===== config.mk =====
export PLATFORM = sky130hd
export DESIGN_NAME = rtc_bus_ctrl
export DESIGN_NICKNAME = d
export VERILOG_FILES = /design/src/rtl/rtc_bus_pkg.sv /design/src/rtl/rtc_tick_gen.sv /design/src/rtl/rtc_bus_ctrl.sv
export SDC_FILE = /design/constraint.sdc
export NUM_CORES = 1
export LEC_CHECK = 0
export ABC_AREA = 1
export BUFFER_PORTS_ARGS = -buffer_cell sky130_fd_sc_hd__buf_2
export CORE_AREA = 2 2 84 86
export CTS_CLUSTER_DIAMETER = 60
export DETAILED_ROUTE_END_ITERATION = 8
export DIE_AREA = 0 0 86 88
export PLACE_DENSITY = 0.55
export RECOVER_POWER = 50
export SKIP_LAST_GASP = 1
export SYNTH_ARGS = -nofsm -noshare
export SYNTH_HDL_FRONTEND = slang
export SYNTH_SLANG_ARGS = --single-unit

===== constraint.sdc =====
create_clock -name clk -period 3.13 [get_ports clk]
set_clock_uncertainty 0.15 [all_clocks]
set_input_delay 0 -clock clk [delete_from_list [all_inputs] [get_ports clk]]
set_output_delay 0 -clock clk [all_outputs]
set_load 0.03 [all_outputs]

===== src/rtl/rtc_bus_pkg.sv =====
// Shared types for the RTC multiplexed-bus sequencer: state encoding, pad bundle,
// and the per-state pad decode used by rtc_bus_ctrl.
package rtc_bus_pkg;

  localparam int unsigned DATA_W     = 8;
  localparam int unsigned NUM_PHASES = 6;
  localparam int unsigned STATE_W    = 4;

  // Inactive level of the active-low chip strobes (cs_n, rd_n, wr_n).
  localparam logic STROBE_OFF = 1'b1;
  localparam logic STROBE_ON  = 1'b0;

  typedef enum logic [STATE_W-1:0] {
    IDLE        = 4'd0,
    ADDR_SETUP  = 4'd1,
    ADDR_STROBE = 4'd2,
    ADDR_HOLD   = 4'd3,
    DATA_SETUP  = 4'd4,
    DATA_STROBE = 4'd5,
    DATA_HOLD   = 4'd6,
    DONE        = 4'd7,
    GAP         = 4'd8
  } state_t;

  typedef struct packed {
    logic              cs_n;
    logic              rd_n;
    logic              wr_n;
    logic              ad_sel;
    logic              ad_oe;
    logic [DATA_W-1:0] ad_out;
    logic              busy;
    logic              done;
  } pins_t;

  // Successor of each timed bus phase; the last phase hands over to DONE.
  function automatic state_t next_phase(input state_t s);
    state_t n;
    case (s)
      ADDR_SETUP:  n = ADDR_STROBE;
      ADDR_STROBE: n = ADDR_HOLD;
      ADDR_HOLD:   n = DATA_SETUP;
      DATA_SETUP:  n = DATA_STROBE;
      DATA_STROBE: n = DATA_HOLD;
      DATA_HOLD:   n = DONE;
      default:     n = IDLE;
    endcase
    return n;
  endfunction

  // Pad levels to present while sitting in state s.
  function automatic pins_t pins_for(input state_t            s,
                                     input logic              we,
                                     input logic [DATA_W-1:0] addr,
                                     input logic [DATA_W-1:0] wdata);
    pins_t p;
    p        = '0;
    p.cs_n   = STROBE_OFF;
    p.rd_n   = STROBE_OFF;
    p.wr_n   = STROBE_OFF;
    p.busy   = (s != IDLE);
    case (s)
      ADDR_SETUP, ADDR_HOLD: begin
        p.cs_n   = STROBE_ON;
        p.ad_sel = 1'b1;
        p.ad_oe  = 1'b1;
        p.ad_out = addr;
      end
      ADDR_STROBE: begin
        p.cs_n   = STROBE_ON;
        p.wr_n   = STROBE_ON;
        p.ad_sel = 1'b1;
        p.ad_oe  = 1'b1;
        p.ad_out = addr;
      end
      DATA_SETUP, DATA_HOLD: begin
        p.cs_n   = STROBE_ON;
        p.ad_oe  = we;
        p.ad_out = we ? wdata : '0;
      end
      DATA_STROBE: begin
        p.cs_n = STROBE_ON;
        if (we) begin
          p.wr_n   = STROBE_ON;
          p.ad_oe  = 1'b1;
          p.ad_out = wdata;
        end else begin
          // Chip drives AD during a read strobe, so the pad driver stays off.
          p.rd_n = STROBE_ON;
        end
      end
      DONE: p.done = 1'b1;
      default: ;
    endcase
    return p;
  endfunction

endpackage


===== src/rtl/rtc_tick_gen.sv =====
// Phase timer: counts 0..TICK_DIV-1 and flags the last cycle of each phase.
module rtc_tick_gen #(
  parameter int unsigned TICK_DIV = 221
) (
  input  logic clk,
  input  logic reset,
  input  logic clear,
  output logic tick
);

  localparam int unsigned CNT_W = (TICK_DIV > 1) ? $clog2(TICK_DIV) : 1;
  localparam logic [CNT_W-1:0] LAST = CNT_W'(TICK_DIV - 1);

  logic [CNT_W-1:0] count;
  logic [CNT_W-1:0] count_nx;

  always_comb begin
    count_nx = count + CNT_W'(1);
    if (clear || (count == LAST)) begin
      count_nx = '0;
    end
  end

  // tick is registered alongside the counter so it is high exactly while count == LAST.
  always_ff @(posedge clk) begin
    if (reset) begin
      count <= '0;
      tick  <= 1'b0;
    end else begin
      count <= count_nx;
      tick  <= (count_nx == LAST);
    end
  end

endmodule


===== src/rtl/rtc_bus_ctrl.sv =====
// Six-phase sequencer for the RTC multiplexed address/data bus.
// Optional RTC_BUS_GAP_EN inserts a TICK_DIV-cycle idle GAP after DONE.
module rtc_bus_ctrl
  import rtc_bus_pkg::*;
#(
  parameter int unsigned TICK_DIV = 221
) (
  input  logic              clk,
  input  logic              reset,
  input  logic              req,
  input  logic              we,
  input  logic [DATA_W-1:0] addr,
  input  logic [DATA_W-1:0] wdata,
  input  logic [DATA_W-1:0] ad_in,
  output logic [DATA_W-1:0] ad_out,
  output logic              ad_oe,
  output logic              ad_sel,
  output logic              cs_n,
  output logic              rd_n,
  output logic              wr_n,
  output logic [DATA_W-1:0] rdata,
  output logic              busy,
  output logic              done
);

  state_t            state;
  pins_t             pins;
  logic              we_q;
  logic [DATA_W-1:0] addr_q;
  logic [DATA_W-1:0] wdata_q;
  logic              tick;
  logic              tick_clear;

  // Timer restarts on accept and in DONE so each phase (and GAP) begins at count 0.
  assign tick_clear = reset || (state == IDLE) || (state == DONE);

  rtc_tick_gen #(
    .TICK_DIV (TICK_DIV)
  ) u_tick (
    .clk   (clk),
    .reset (reset),
    .clear (tick_clear),
    .tick  (tick)
  );

  // Pads are registered: the pad image of the state being entered loads on the same edge.
  always_ff @(posedge clk) begin
    if (reset) begin
      state   <= IDLE;
      pins    <= pins_for(IDLE, 1'b0, '0, '0);
      rdata   <= '0;
      we_q    <= 1'b0;
      addr_q  <= '0;
      wdata_q <= '0;
    end else begin
      case (state)
        IDLE: begin
          if (req) begin
            we_q    <= we;
            addr_q  <= addr;
            wdata_q <= wdata;
            state   <= ADDR_SETUP;
            pins    <= pins_for(ADDR_SETUP, we, addr, wdata);
          end
        end
        DONE: begin
`ifdef RTC_BUS_GAP_EN
          state <= GAP;
          pins  <= pins_for(GAP, we_q, addr_q, wdata_q);
`else
          state <= IDLE;
          pins  <= pins_for(IDLE, we_q, addr_q, wdata_q);
`endif
        end
        GAP: begin
          if (tick) begin
            state <= IDLE;
            pins  <= pins_for(IDLE, we_q, addr_q, wdata_q);
          end
        end
        default: begin
          if (tick) begin
            state <= next_phase(state);
            pins  <= pins_for(next_phase(state), we_q, addr_q, wdata_q);
          end
        end
      endcase

      // Read data is taken on the last cycle of the read strobe.
      if ((state == DATA_STROBE) && tick && !we_q) begin
        rdata <= ad_in;
      end
    end
  end

  assign cs_n   = pins.cs_n;
  assign rd_n   = pins.rd_n;
  assign wr_n   = pins.wr_n;
  assign ad_sel = pins.ad_sel;
  assign ad_oe  = pins.ad_oe;
  assign ad_out = pins.ad_out;
  assign busy   = pins.busy;
  assign done   = pins.done;

endmodule

# Yosys cells after proc, flatten, opt, wreduce, memory -nomap -nowiden
# Cells that the tools add are included.
[word_totals]
regBits = 53
in_bits = 28
out_inout_bits = 23
wordCells = 72
[classes]
n_addsub = 1
eq_ne = 19
mux = 22
reduce_logical = 15
[op_table]
columns = ["operator", "n"]
rows = [
  ["15-bit two-way mux", 3],
  ["15-bit case mux with 3 select lines", 1],
  ["4-bit by 3-bit equality test with 1-bit output (second input constant)", 8],
  ["9-bit case mux with 3 select lines", 1],
  ["4-bit two-way mux", 5],
  ["3-bit case mux with 6 select lines", 1],
  ["4-bit by 2-bit equality test with 1-bit output (second input constant)", 4],
  ["8-bit equality test (second input constant)", 2],
  ["8-bit two-way mux", 2],
  ["4-bit case mux with 3 select lines", 1],
  ["9-bit two-way mux", 1],
  ["8-bit by 1-bit adder with 8-bit output (second input constant)", 1],
  ["4-bit by 1-bit equality test with 1-bit output (second input constant)", 2],
  ["1-bit two-way mux", 6],
  ["3-bit OR reduction", 2],
  ["6-bit OR reduction", 1],
  ["4-bit equality test (second input constant)", 1],
  ["4-bit logical NOT", 1],
  ["4-bit nonzero test", 1],
  ["1-bit logical OR", 3],
  ["3-bit AND reduction", 1],
  ["3-bit nonzero test", 1],
  ["1-bit logical AND", 2],
  ["2-bit by 1-bit inequality test with 1-bit output (second input constant)", 1],
  ["5 further kinds", 5],
]

# Longest topological paths before layout
# Gate-level depths: netlist of run 1.
[logic_depth]
ltp_word = 10
mapped_depth = 10
mapped_depth_nobuf = 9

# Cells and area by module
# From an unflattened synthesis of run 1, not the netlist that was laid out.
[unflattened]
cells_unflattened = 352
hier_area_um2 = 2547.4
[by_module_without_submodules]
columns = ["module", "instances", "cells_per_inst", "area_each_um2"]
rows = [
  ["rtc_bus_ctrl", 1, 278, 2003.2],
  ["rtc_tick_gen", 1, 74, 544.3],
]

# Worst setup path before layout of run 1
# Ideal clock, no wire load.
[synth_path]
path_kind = "register to register"
from = "register state[1]"
to = "register pins, in the netlist ad_out[3]"
setup_time_ps = 115
t_arrival_ps = 1164
required_ps = 2865
slack_ps = 1701
path_stages_with_launch = 11
path_buffers = 2
period_less_slack_ps = 1429
path_cell_list = "dfxtp_1 > buf_6 > nor2_2 > nand2_4 > inv_4 > nand2_8 > nand2_4 > buf_6 > nand2_1 > nor2_1 > nor2_1"
[synth_via]
elab_chain_len = 10
[synth_lines]
columns = ["element", "line_no", "source"]
rows = [
  ["from (decl)", "rtc_bus_ctrl.sv:26", "state_t state;"],
  ["from (signal assigned)", "rtc_bus_ctrl.sv:83", "state <= next_phase(state);"],
  ["4-bit by 3-bit equality test with 1-bit output, or another cell as far along", "rtc_bus_pkg.sv:39", "case (s)"],
  ["3-bit case mux with 6 select lines", "rtc_bus_pkg.sv:39", ""],
  ["4-bit two-way mux", "--", ""],
  ["4-bit two-way mux", "rtc_bus_ctrl.sv:56", "case (state)"],
  ["4-bit two-way mux", "rtc_bus_ctrl.sv:48", "if (reset) begin"],
  ["4-bit by 2-bit equality test with 1-bit output, or another cell as far along", "rtc_bus_pkg.sv:62", "case (s)"],
  ["3-bit OR reduction (no line) or 2-bit OR reduction (tied branches)", "--", ""],
  ["9-bit case mux with 3 select lines", "rtc_bus_pkg.sv:62", ""],
  ["15-bit two-way mux", "rtc_bus_ctrl.sv:82", "if (tick) begin"],
  ["15-bit case mux with 3 select lines", "rtc_bus_ctrl.sv:56", ""],
  ["to (signal assigned)", "rtc_bus_ctrl.sv:63", "pins <= pins_for(ADDR_SETUP, we, addr, wdata);"],
  ["to (signal assigned)", "rtc_bus_ctrl.sv:78", "pins <= pins_for(IDLE, we_q, addr_q, wdata_q);"],
  ["to (signal assigned)", "rtc_bus_ctrl.sv:84", "pins <= pins_for(next_phase(state), we_q, addr_q, wdata_q);"],
  ["to (decl)", "rtc_bus_ctrl.sv:27", "pins_t pins;"],
]
# Several ways; a longest one is shown, not always the timed one. The select of a mux whose other input is x is not followed.
# A chain may end at the register's enable or synchronous reset.

# Final worst setup path of run 1
[layout_path]
from = "register state[2]"
to = "register state[2]"
[layout_via]
elab_chain_len = 4
[layout_lines]
columns = ["element", "line_no"]
rows = [
  ["4-bit by 3-bit equality test with 1-bit output, or another cell as far along", "rtc_bus_pkg.sv:39"],
  ["3-bit case mux with 6 select lines", "rtc_bus_pkg.sv:39"],
  ["4-bit two-way mux", "rtc_bus_ctrl.sv:82"],
  ["4-bit case mux with 3 select lines", "rtc_bus_ctrl.sv:56"],
]
# Several ways; a longest one is shown, not always the timed one. The select of a mux whose other input is x is not followed.

==> results of run 1 <==
-- power by group through the flow --
stage / Sequential [W] / Combinational (W) / Clock, W
finish: 0.000747 / 0.000304 / 0.000374
global route: 0.000754 / 0.000345 / 0.000414
CTS: 0.000747 / 0.000318 / 0.000397
detailed placement: 0.000762 / 0.000291 / 0
global placement: 0.000761 / 0.000289 / 0
floorplan: 0.000803 / 0.000181 / 0
-- logic make-up after synthesis --
logic type,Yosys count,share of synthesized area [%]
and+or+nand+nor,132,25.7
adders and majority gates,2,1.11
buffers and inverters,47,9.24
xor gates and xnor gates,1,0.390
DFF,52,46.3
AOI/OAI and AO/OA,72,17.3
-- final cells by class --
class | instances | share of cell area, %
well taps | 80 | 3.51
repair buffers | 77 | 17.3
multi-input cells | 207 | 34.6
inverters | 37 | 4.96
flip-flops and latches | 52 | 36.5
clock inverters | 2 | 0.571
clock buffers | 6 | 2.55
-- critical path: stages (launching register included) --
cell     delay, ns
dfxtp_1       0.49
inv_1         0.15
nand2_1       0.18
inv_4         0.10
nand2_8       0.18
nand2_4       0.21
inv_1         0.19
nand2_1       0.08
a21oi_2       0.12
-- cell usage in the layout (no fill, tap or decap), types with 5 or more instances in the layout --
master and n:
a21oi_1 21, buf_2 27, clkbuf_1 24, clkbuf_8 5
dfxtp_1 52, dlygate4sd3_1 27, inv_1 36, nand2_1 61
nand3_1 9, nor2_1 51, o21ai_0 30, o21ai_1 8
o22ai_1 8
-- cells in the mapped netlist --
library cell / instances / area [µm²]
xor2_1: 1 / 8.76
nor3_1: 1 / 5.00
nand2_1: 59 / 221
nand3_1: 9 / 45.0
a21oi_1: 21 / 105
nand3_2: 2 / 20.0
nor2_1: 50 / 188
buf_2: 2 / 10.0
o22ai_1: 8 / 50.1
o21ai_1: 11 / 55.1
dfxtp_1: 52 / 1040
inv_1: 35 / 131
clkbuf_1: 5 / 18.8
inv_2: 1 / 3.75
nand4_1: 1 / 6.26
o21ai_0: 27 / 135
nand2_8: 1 / 20.0
buf_8: 1 / 15.0
a21oi_2: 4 / 35.0
o21bai_1: 1 / 7.51
buf_6: 2 / 22.5
nor2_2: 2 / 12.5
nor2_4: 1 / 11.3
nand2_4: 2 / 22.5
inv_4: 1 / 6.26
nand2_2: 4 / 25.0
ha_1: 2 / 25.0
-- registers in the layout (all words and copies together) (netlist names), 3 cells and up --
signal        count
wdata_q           8
addr_q            8
ad_out            8
u_tick.count      8
rdata             8
state             3
-- layer usage --
metal	routed length, µm	track usage [%]
met5	0	0
met4	55	4.62
met3	231	2.83
met2	2350	25.3
met1	2440	16.7
-- repair_timing --
action | in CTS | in global routing
endpoints found under the hold margin | 37 | 0
endpoints found under the setup margin | 0 | 0
hold buffers | 27 | 0
buffers inserted | 0 | 0
-- through the flow --
stage	std cells	total power (W)	area [µm²]	worst slack [ns]	util, %
after floorplan	306	0.000984	2250	1.70	-
after global routing	461	0.00151	2850	0.989	42.9
final	461	0.00142	2850	1.21	42.9
after CTS	461	0.00146	2890	1.31	43.5
after detailed placement	426	0.00105	2530	1.34	38.1
after global placement	426	0.00105	2530	1.37	38.1
-- worst paths after layout --
path	startpoint	endpoint	slack (ns)	cells past startpoint
worst max register to register	state[2]$_SDFFE_PP0P_	state[2]$_SDFFE_PP0P_	1.21	8
worst max-delay path	state[2]$_SDFFE_PP0P_	state[2]$_SDFFE_PP0P_	1.21	8
worst min register to register	addr_q[2]$_SDFFE_PP0P_	addr_q[2]$_SDFFE_PP0P_	0.31	2
worst min-delay path	addr_q[2]$_SDFFE_PP0P_	addr_q[2]$_SDFFE_PP0P_	0.31	2
==> results.sh, run 1 <==
export IMPL_antenna_cells=0
export IMPL_die_area_mm2=0.00757
export IMPL_power_share_sequential_pct=52.4
export IMPL_power_leakage_nw=1.19
export IMPL_place_congestion=0.836
export IMPL_io_buffers=50
export IMPL_powerDensity_mw_per_mm2=500
export IMPL_register_area_mm2=0.00104
export IMPL_drc=0
export IMPL_grt_pass1_vias=2037
export IMPL_grt_max_degree=41
export IMPL_ios=51
export IMPL_htreeDepth=2
export IMPL_pwr_share_clk_pct=26.3
export IMPL_holdWs_ns=0.308
export IMPL_dr_pass1_iters=4
export IMPL_insertion_delay_ns=0.30
export IMPL_yosys_register_bits=52
export IMPL_ys_seq_area_share_pct=46.3
export IMPL_wl_per_cell_um=11.0
export IMPL_setup_violations=0
export IMPL_slew_violations=0
export IMPL_start_kind="flop"
export IMPL_cts_sinks=52
export IMPL_required_ns=3.21
export IMPL_fillers=698
export IMPL_min_path_type="reg -> reg"
export IMPL_grt_overflow=0
export IMPL_end_kind="flop"
export IMPL_coreArea_mm2=0.00664
export IMPL_worstMarginPinSlew_ns=1.02
export IMPL_fin_crit_ns=1.92
export IMPL_cts_made_buffers=5
export IMPL_status="finished clean"
export IMPL_postRouteAntennaNets=0
export IMPL_cp_arrival_ns=2.01
export IMPL_worstPathMaxFanout=35
export IMPL_avgSynthCellArea_um2=7.34
export IMPL_die_y_um=88
export IMPL_cts_resized=0
export IMPL_nNetsFinal=410
export IMPL_synth_fp_nets=336
export IMPL_vias_per_cell=4.53
export IMPL_drtIter0Drc=88
export IMPL_finalHoldViolCount=0
export IMPL_power_net_switching_w=0.000445
export IMPL_synth_cells=306
export IMPL_drv_cap=0
export IMPL_routed_wl_mm=5.07
export IMPL_grt_pass1_wl_mm=8.60
export IMPL_crit_type="reg -> reg"
export IMPL_rsz0062_at_grt="false"
export IMPL_drive_above_1_share_pct=12.6
export IMPL_synth_cell_type_count=27
export IMPL_vias=2087
export IMPL_internal_power_w=0.000980
export IMPL_cts_root_buf="clkbuf_8"
export IMPL_slew_headroom_pct=31.8
export IMPL_yosysWarnings=0
export IMPL_p_comb_share_pct=21.3
export IMPL_vdd_drop_max_v=0.000221
export IMPL_fp_dieW_um=86
export IMPL_max_clock_freq_ghz=0.520
export IMPL_syn2layout_area_growth_pct=26.8
export IMPL_num_rows=30
export IMPL_fin_crit_sh_pct=61.5
export IMPL_cts_max_path_buffers=2
export IMPL_multi_input_comb_area_um2=986
export IMPL_dpl_hpwl_mm=3.44
export IMPL_clk_pin_slew_ns=0.09
export IMPL_start_util_pct=33.8
export IMPL_netlist_area_mm2=0.00225
export IMPL_swShare_pct=31.2
export IMPL_antenna_found_initial=0
export IMPL_setup_tns_ns=0
export IMPL_cts_tree="yes"
export IMPL_grt_total_usage_pct=14.0
(Power assumes the default switching activity.)
==> run 2, diff against run 1 <==
clock period = 1.8 ns   (was 3.13 ns; I/O delays follow)
==> run 2 against run 1 <==
  * Worst setup slack worse by 1.0 ns
  * Non-clock buffer count up 3
  * Wire length up 1.8%
  * Register-to-register slack worse by 1.0 ns
  * First-iteration DRC count down 11%
  * Global-route usage up 0.18 points
  * Sequential power up 74%
  * Utilization up 0.90 points
  * Power up 85%
  * Final cell count up 0.65%
  * Clock-buffer cell count unchanged
  * Sequential cell count unchanged
==> results.sh, run 2 (synthesis gave the netlist of run 1 again) <==
export IMPL_status="finished clean"
export IMPL_finalPower_w=0.00263
export IMPL_fin_ws_ns=0.189
export IMPL_crit_type="reg -> reg"
export IMPL_routed_wl_mm=5.16
export IMPL_dr_pass1_iters=4
export IMPL_cp_top_family="simple AND/OR/NAND/NOR gates"
export IMPL_setup_violations=0
export IMPL_wl_per_cell_um=11.1
export IMPL_register_area_mm2=0.00104
export IMPL_dpl_hpwl_mm=3.50
export IMPL_fin_crit_ns=1.61
export IMPL_grt_pass1_vias=1984
export IMPL_slew_headroom_pct=71.7
export IMPL_path_cells="inv_2 -> nand2_1 -> nand3_1 -> o22ai_1 -> nor2_1 -> nor2_1"
export IMPL_grt_max_degree=27
export IMPL_min_to="addr_q[4]$_SDFFE_PP0P_"
export IMPL_syn2layout_area_growth_pct=29.5
export IMPL_required_ns=1.89
export IMPL_dp_slack_ns=0.110
export IMPL_worstMarginPinSlew_ns=0.424
export IMPL_reg2reg_depth=6
export IMPL_crit_slowest_cell="dfxtp_1"
export IMPL_start_kind="flop"
export IMPL_powerDensity_mw_per_mm2=904
export IMPL_timing_rr_end="ad_out[3]$_SDFFE_PP0P_"
export IMPL_cts_root_buf="clkbuf_8"
export IMPL_cts_made_buffers=5
export IMPL_vias=2076
export IMPL_vdd_drop_max_v=0.000368
export IMPL_place_congestion=0.826
export IMPL_max_clock_freq_ghz=0.621
export IMPL_holdCritStartpoint="addr_q[4]$_SDFFE_PP0P_"
export IMPL_postRouteAntennaNets=0
export IMPL_nNetsFinal=413
export IMPL_die_area_mm2=0.00757
export IMPL_holdWs_ns=0.304
export IMPL_htreeDepth=2
export IMPL_cts_sinks=52
export IMPL_io_buffers=50
export IMPL_cts_max_path_buffers=2
export IMPL_grt_overflow=0
export IMPL_clk_pin_slew_ns=0.09
export IMPL_cp_slowest_stage_delay_ns=0.47
export IMPL_drtIter0Drc=78
export IMPL_drv_cap=0
export IMPL_worstPathMaxFanout=9
export IMPL_rsz0062_at_grt="false"
export IMPL_antenna_cells=0
export IMPL_setup_tns_ns=0
export IMPL_min_path_type="reg -> reg"
export IMPL_finalHoldViolCount=0
export IMPL_cts_tree="yes"
export IMPL_fp_dieW_um=86
export IMPL_insertion_delay_ns=0.30
export IMPL_num_rows=30
export IMPL_start_util_pct=33.8
export IMPL_power_leakage_nw=1.22
export IMPL_cp_arrival_ns=1.70
export IMPL_final_common_cell="nand2_1"
export IMPL_multi_input_comb_area_mm2=0.00100
export IMPL_grt_total_usage_pct=14.2
export IMPL_layout_common_cells="59 x nand2_1, 52 x dfxtp_1, 51 x nor2_1"
export IMPL_ios=51
export IMPL_drc=0
export IMPL_drive_above_1_share_pct=14.1
export IMPL_crit_path_frequent_cell="nor2_1"
export IMPL_rr_startpoint="state[2]$_SDFFE_PP0P_"
export IMPL_vias_per_cell=4.47
export IMPL_r2r_setup_slack_ns=0.19
export IMPL_fin_crit_sh_pct=89.5
export IMPL_antenna_found_initial=0
export IMPL_coreArea_mm2=0.00664
export IMPL_die_y_um=88
export IMPL_grt_pass1_wl_mm=8.60
export IMPL_crit_buf_inv=1
export IMPL_holdPathStages=2
export IMPL_slew_violations=0
export IMPL_fillers=681
export IMPL_end_kind="flop"
-- run 2: changes by cell type in the layout (fill, tap and decap cells not counted), sizes merged --
| cell | previous run | this run |
|---|---|---|
| buf | 27 | 30 |
| clkinvlp | 1 | 0 |
| bufinv | 0 | 1 |
-- run 2: where the power goes --
part	internal (W)	switching, W	total [W]
registers	0.00125	0.0000503	0.00130
clock network	0.000413	0.000369	0.000782
logic	0.000191	0.000359	0.000549
-- run 2: worst min-delay path, stage by stage, from the launching register on --
cell and delay [ns]:
dfxtp_1 0.30, inv_1 0.06, a21oi_1 0.06
-- run 2: layer usage --
layer / global-route usage (%) / wire length [µm]
met5: 0 / 0
met4: 6.06 / 106
met3: 3.58 / 247
met2: 23.9 / 2310
met1: 17.3 / 2500
-- run 2: final cells by class --
cell class / instances / share of cell area, %
Inverter: 37 / 4.86
Tap cell: 80 / 3.44
Multi-Input combinational cell: 207 / 34.5
Clock inverter: 2 / 1.20
Sequential cell: 52 / 35.8
Clock buffer: 6 / 2.49
Timing Repair Buffer: 80 / 17.7
-- run 2: through the flow --
stage | instances | cell area (µm²) | utilization [%]
6_report | 464 | 2910 | 43.8
4_1_cts | 464 | 2930 | 44.1
3_3_place_gp | 429 | 2550 | 38.4
2_1_floorplan | 306 | 2250 | -
5_1_grt | 464 | 2910 | 43.8
3_5_place_dp | 429 | 2550 | 38.4
-- run 2: how the worst max path moves through the flow --
stage / startpoint / to / cells past startpoint
finish: state[2]$_SDFFE_PP0P_ / ad_out[3]$_SDFFE_PP0P_ / 6
detailed placement: state[0]$_SDFFE_PP0P_ / wr_n$_SDFFE_PP1P_ / 8
floorplan: state[1]$_SDFFE_PP0P_ / ad_out[3]$_SDFFE_PP0P_ / 10
global placement: state[0]$_SDFFE_PP0P_ / wr_n$_SDFFE_PP1P_ / 8
global route: state[1]$_SDFFE_PP0P_ / ad_out[6]$_SDFFE_PP0P_ / 7
CTS: state[0]$_SDFFE_PP0P_ / wr_n$_SDFFE_PP1P_ / 8
-- run 2: timing repair --
item,4_1_cts,5_1_grt
buffers inserted,0,0
endpoints found under the setup margin,0,8
hold buffers,27,0
endpoints found under the hold margin,37,0
gates resized for setup,0,1
==> run 3, diff against run 2 <==
CELL_PAD_IN_SITES_DETAIL_PLACEMENT = 0   (was default)
CELL_PAD_IN_SITES_GLOBAL_PLACEMENT = 2   (was default)
CORE_AREA = 2 2 96 98   (was 2 2 84 86)
DIE_AREA = 0 0 98 100   (was 0 0 86 88)
PLACE_DENSITY = 0.77   (was 0.55)
SYNTH_HIERARCHICAL = 1   (was default)
==> run 3 against run 2 <==
  * First-iteration DRC count decreased by 5.1%
  * Worst hold slack got worse by 0.29 ns
  * Via count increased by 16%
  * Sequential cell count unchanged
  * Sequential share of layout area decreased by 3.4 points
  * Final cell count increased by 16%
  * Final area increased by 11%
  * Power increased by 1.3%
  * Utilization decreased by 7.6 points
  * Largest cell class is now multi-input combinational cells
==> results.sh, run 3 <==
export IMPL_pwr_share_clk_pct=26.6
export IMPL_insertion_delay_ns=0.31
export IMPL_yosys_register_bits=52
export IMPL_drc=0
export IMPL_clk_pin_slew_ns=0.09
export IMPL_power_share_sequential_pct=49.2
export IMPL_fin_crit_sh_pct=94.2
export IMPL_setup_tns_ns=0
export IMPL_synth_fp_nets=382
export IMPL_dpl_hpwl_mm=4.69
export IMPL_rsz0062_at_grt="false"
export IMPL_coreArea_mm2=0.00889
export IMPL_place_congestion=0.820
export IMPL_layout_common_cells="55 x nand2_1, 52 x dfxtp_1, 45 x nor2_1"
export IMPL_num_rows=35
export IMPL_routed_wl_mm=6.69
export IMPL_postRouteAntennaNets=0
export IMPL_cts_tree="yes"
export IMPL_drive_above_1_share_pct=17.7
export IMPL_vdd_drop_max_v=0.000340
export IMPL_status="finished clean"
export IMPL_synth_top_area_share_pct=40.9
export IMPL_syn2layout_area_growth_pct=26.3
export IMPL_powerDensity_mw_per_mm2=828
export IMPL_min_path_type="in -> reg"
export IMPL_worstPathMaxFanout=6
export IMPL_start_util_pct=28.7
export IMPL_internal_power_w=0.00180
export IMPL_grt_pass1_vias=2357
export IMPL_setup_violations=0
export IMPL_crit_slowest_cell="dfxtp_1"
export IMPL_max_clock_freq_ghz=0.590
export IMPL_avgSynthCellArea_um2=7.24
export IMPL_end_kind="flop"
export IMPL_cts_root_buf="clkbuf_8"
export IMPL_fillers=987
export IMPL_synth_edf_count=0
export IMPL_fin_crit_ns=1.70
export IMPL_slew_headroom_pct=72.7
export IMPL_fin_cells=540
export IMPL_grt_max_degree=42
export IMPL_io_buffers=50
export IMPL_yosysMostFrequentCell="nand2_1"
export IMPL_required_ns=1.91
export IMPL_dp_cells=506
export IMPL_holdWs_ns=0.0107
export IMPL_cts_made_buffers=5
export IMPL_nNetsFinal=458
export IMPL_register_area_mm2=0.00104
export IMPL_rr_startpoint="state[1]$_SDFFE_PP0P_"
export IMPL_start_kind="flop"
export IMPL_ys_async_sr_fraction_pct=0
export IMPL_dr_pass1_iters=4
export IMPL_power_leakage_nw=1.44
export IMPL_grt_total_usage_pct=14.2
export IMPL_antenna_found_initial=0
export IMPL_critPathLaunch="state[1]$_SDFFE_PP0P_"
export IMPL_antenna_cells=0
export IMPL_drtIter0Drc=74
export IMPL_grt_overflow=0
export IMPL_final_common_cell="nand2_1"
export IMPL_htreeDepth=2
export IMPL_swShare_pct=32.3
export IMPL_post_cts_buffers=0
export IMPL_cp_slowest_stage_delay_ns=0.56
export IMPL_slew_violations=0
export IMPL_fp_dieW_um=98
export IMPL_power_net_switching_w=0.000862
export IMPL_synth_cell_type_count=33
export IMPL_vias=2403
export IMPL_ios=51
export IMPL_synth_commonest_cells="55 x nand2_1, 52 x dfxtp_1, 45 x nor2_1, 42 x inv_1, 42 x nand3_1"
export IMPL_cp_arrival_ns=1.80
export IMPL_die_y_um=100
export IMPL_synth_flop_cell="dfxtp_1"
export IMPL_path_cells="nor2_8 -> nand2_2 -> nand3_1 -> a21oi_4 -> inv_2 -> or2_4 -> a21oi_2"
export IMPL_worstMarginPinSlew_ns=0.409
export IMPL_p_comb_share_pct=24.2
export IMPL_yosys_area_top_type="dfxtp_1"
export IMPL_multi_input_comb_area_mm2=0.00121
export IMPL_synth_area_leaders="dfxtp_1 41%, nand3_1 8.3%, nand2_1 8.1%, nor2_1 6.6%, inv_1 6.2%"
export IMPL_cts_sinks=52
export IMPL_grt_pass1_wl_mm=11.2
export IMPL_yosysWarnings=6
export IMPL_die_area_mm2=0.00980
export IMPL_crit_type="reg -> reg"
export IMPL_wl_per_cell_um=12.4
export IMPL_cts_max_path_buffers=2
export IMPL_ys_seq_area_share_pct=40.9
export IMPL_drv_cap=0
export IMPL_vias_per_cell=4.45
export IMPL_netlist_area_mm2=0.00255
export IMPL_holdCritStartpoint="req"
export IMPL_synth_cells=352
export IMPL_finalHoldViolCount=0
==> run 3: cell types whose count changed in the layout (fill, tap and decap cells not counted), moves of 6 or more <==
cell | before | now
nor2_1 | 51 | 45
buf_4 | 3 | 9
nand4_1 | 1 | 10
o21ai_1 | 11 | 3
inv_1 | 35 | 42
o22ai_1 | 8 | 0
nand3_1 | 9 | 41
==> run 3: logic make-up after synthesis <==
kind of cell,count (synthesis),synth area share (%)
AO/OA/AOI/OAI,55,11.8
AND/OR/NAND/NOR,177,34.0
flip-flops,52,40.9
XOR/XNOR,1,0.344
adder cells (fa/ha/maj),2,0.982
buffers and inverters,65,12.0
==> run 3: final timing paths <==
kind / endpoint / slack (ns) / depth (start not counted)
hold reg to reg: addr_q[7]$_SDFFE_PP0P_ / 0.30 / 2
hold / removal: wr_n$_SDFFE_PP1P_ / 0.01 / 4
setup reg to reg: u_tick/count[3]$_SDFF_PP0_ / 0.10 / 7
setup / recovery: u_tick/count[3]$_SDFF_PP0_ / 0.10 / 7
==> run 3: final cells by class <==
cell class              count  share of cell area (%)
multi-input cells         235                    37.5
flip-flops and latches     52                    32.4
repair buffers             86                    17.3
inverters                  48                    5.72
well taps                 111                    4.32
clock buffers               8                    2.80
==> run 3: stage by stage <==
step	util (%)	cell area (µm²)	worst slack (ns)	total power [W]
final	36.2	3220	0.104	0.00266
after global routing	36.2	3220	0.00839	0.00285
after CTS	36.5	3240	0.112	0.00272
after detailed placement	32.5	2890	0.133	0.00196
after global placement	32.5	2890	0.173	0.00195
after floorplan	-	2550	0.304	0.00179
==> run 3: what timing repair did <==
action | in CTS | in global routing
gates resized for setup | 0 | 1
hold buffers | 26 | 0
endpoints found under the setup margin | 0 | 2
hold endpoints to repair | 43 | 0
==> run 3: layer usage <==
layer | vias up | part of all wire [%] | GRT usage, %
li1 | 1277 | - | -
met1 | 1091 | 47 | 17.8
met3 | 9 | 2.9 | 2.86
met2 | 26 | 49 | 24.5
met5 | - | 0 | 0
met4 | 0 | 1.3 | 4.70
==> run 3: power groups by stage <==
stage / registers [W] / clock network (W) / logic [W]
final: 0.00131 / 0.000709 / 0.000644
after CTS: 0.00131 / 0.000739 / 0.000664
after global placement: 0.00134 / 0 / 0.000617
after detailed placement: 0.00134 / 0 / 0.000617
after global routing: 0.00132 / 0.000794 / 0.000730
after floorplan: 0.00140 / 0 / 0.000395
==> run 3: worst max-delay path: cells and delay by family, from the launching register on <==
family                 cells  cell delay (ns)
AOI/OAI and AO/OA          2             0.28
buffers and inverters      1             0.05
DFF                        1             0.56
and+or+nand+nor            4             0.60
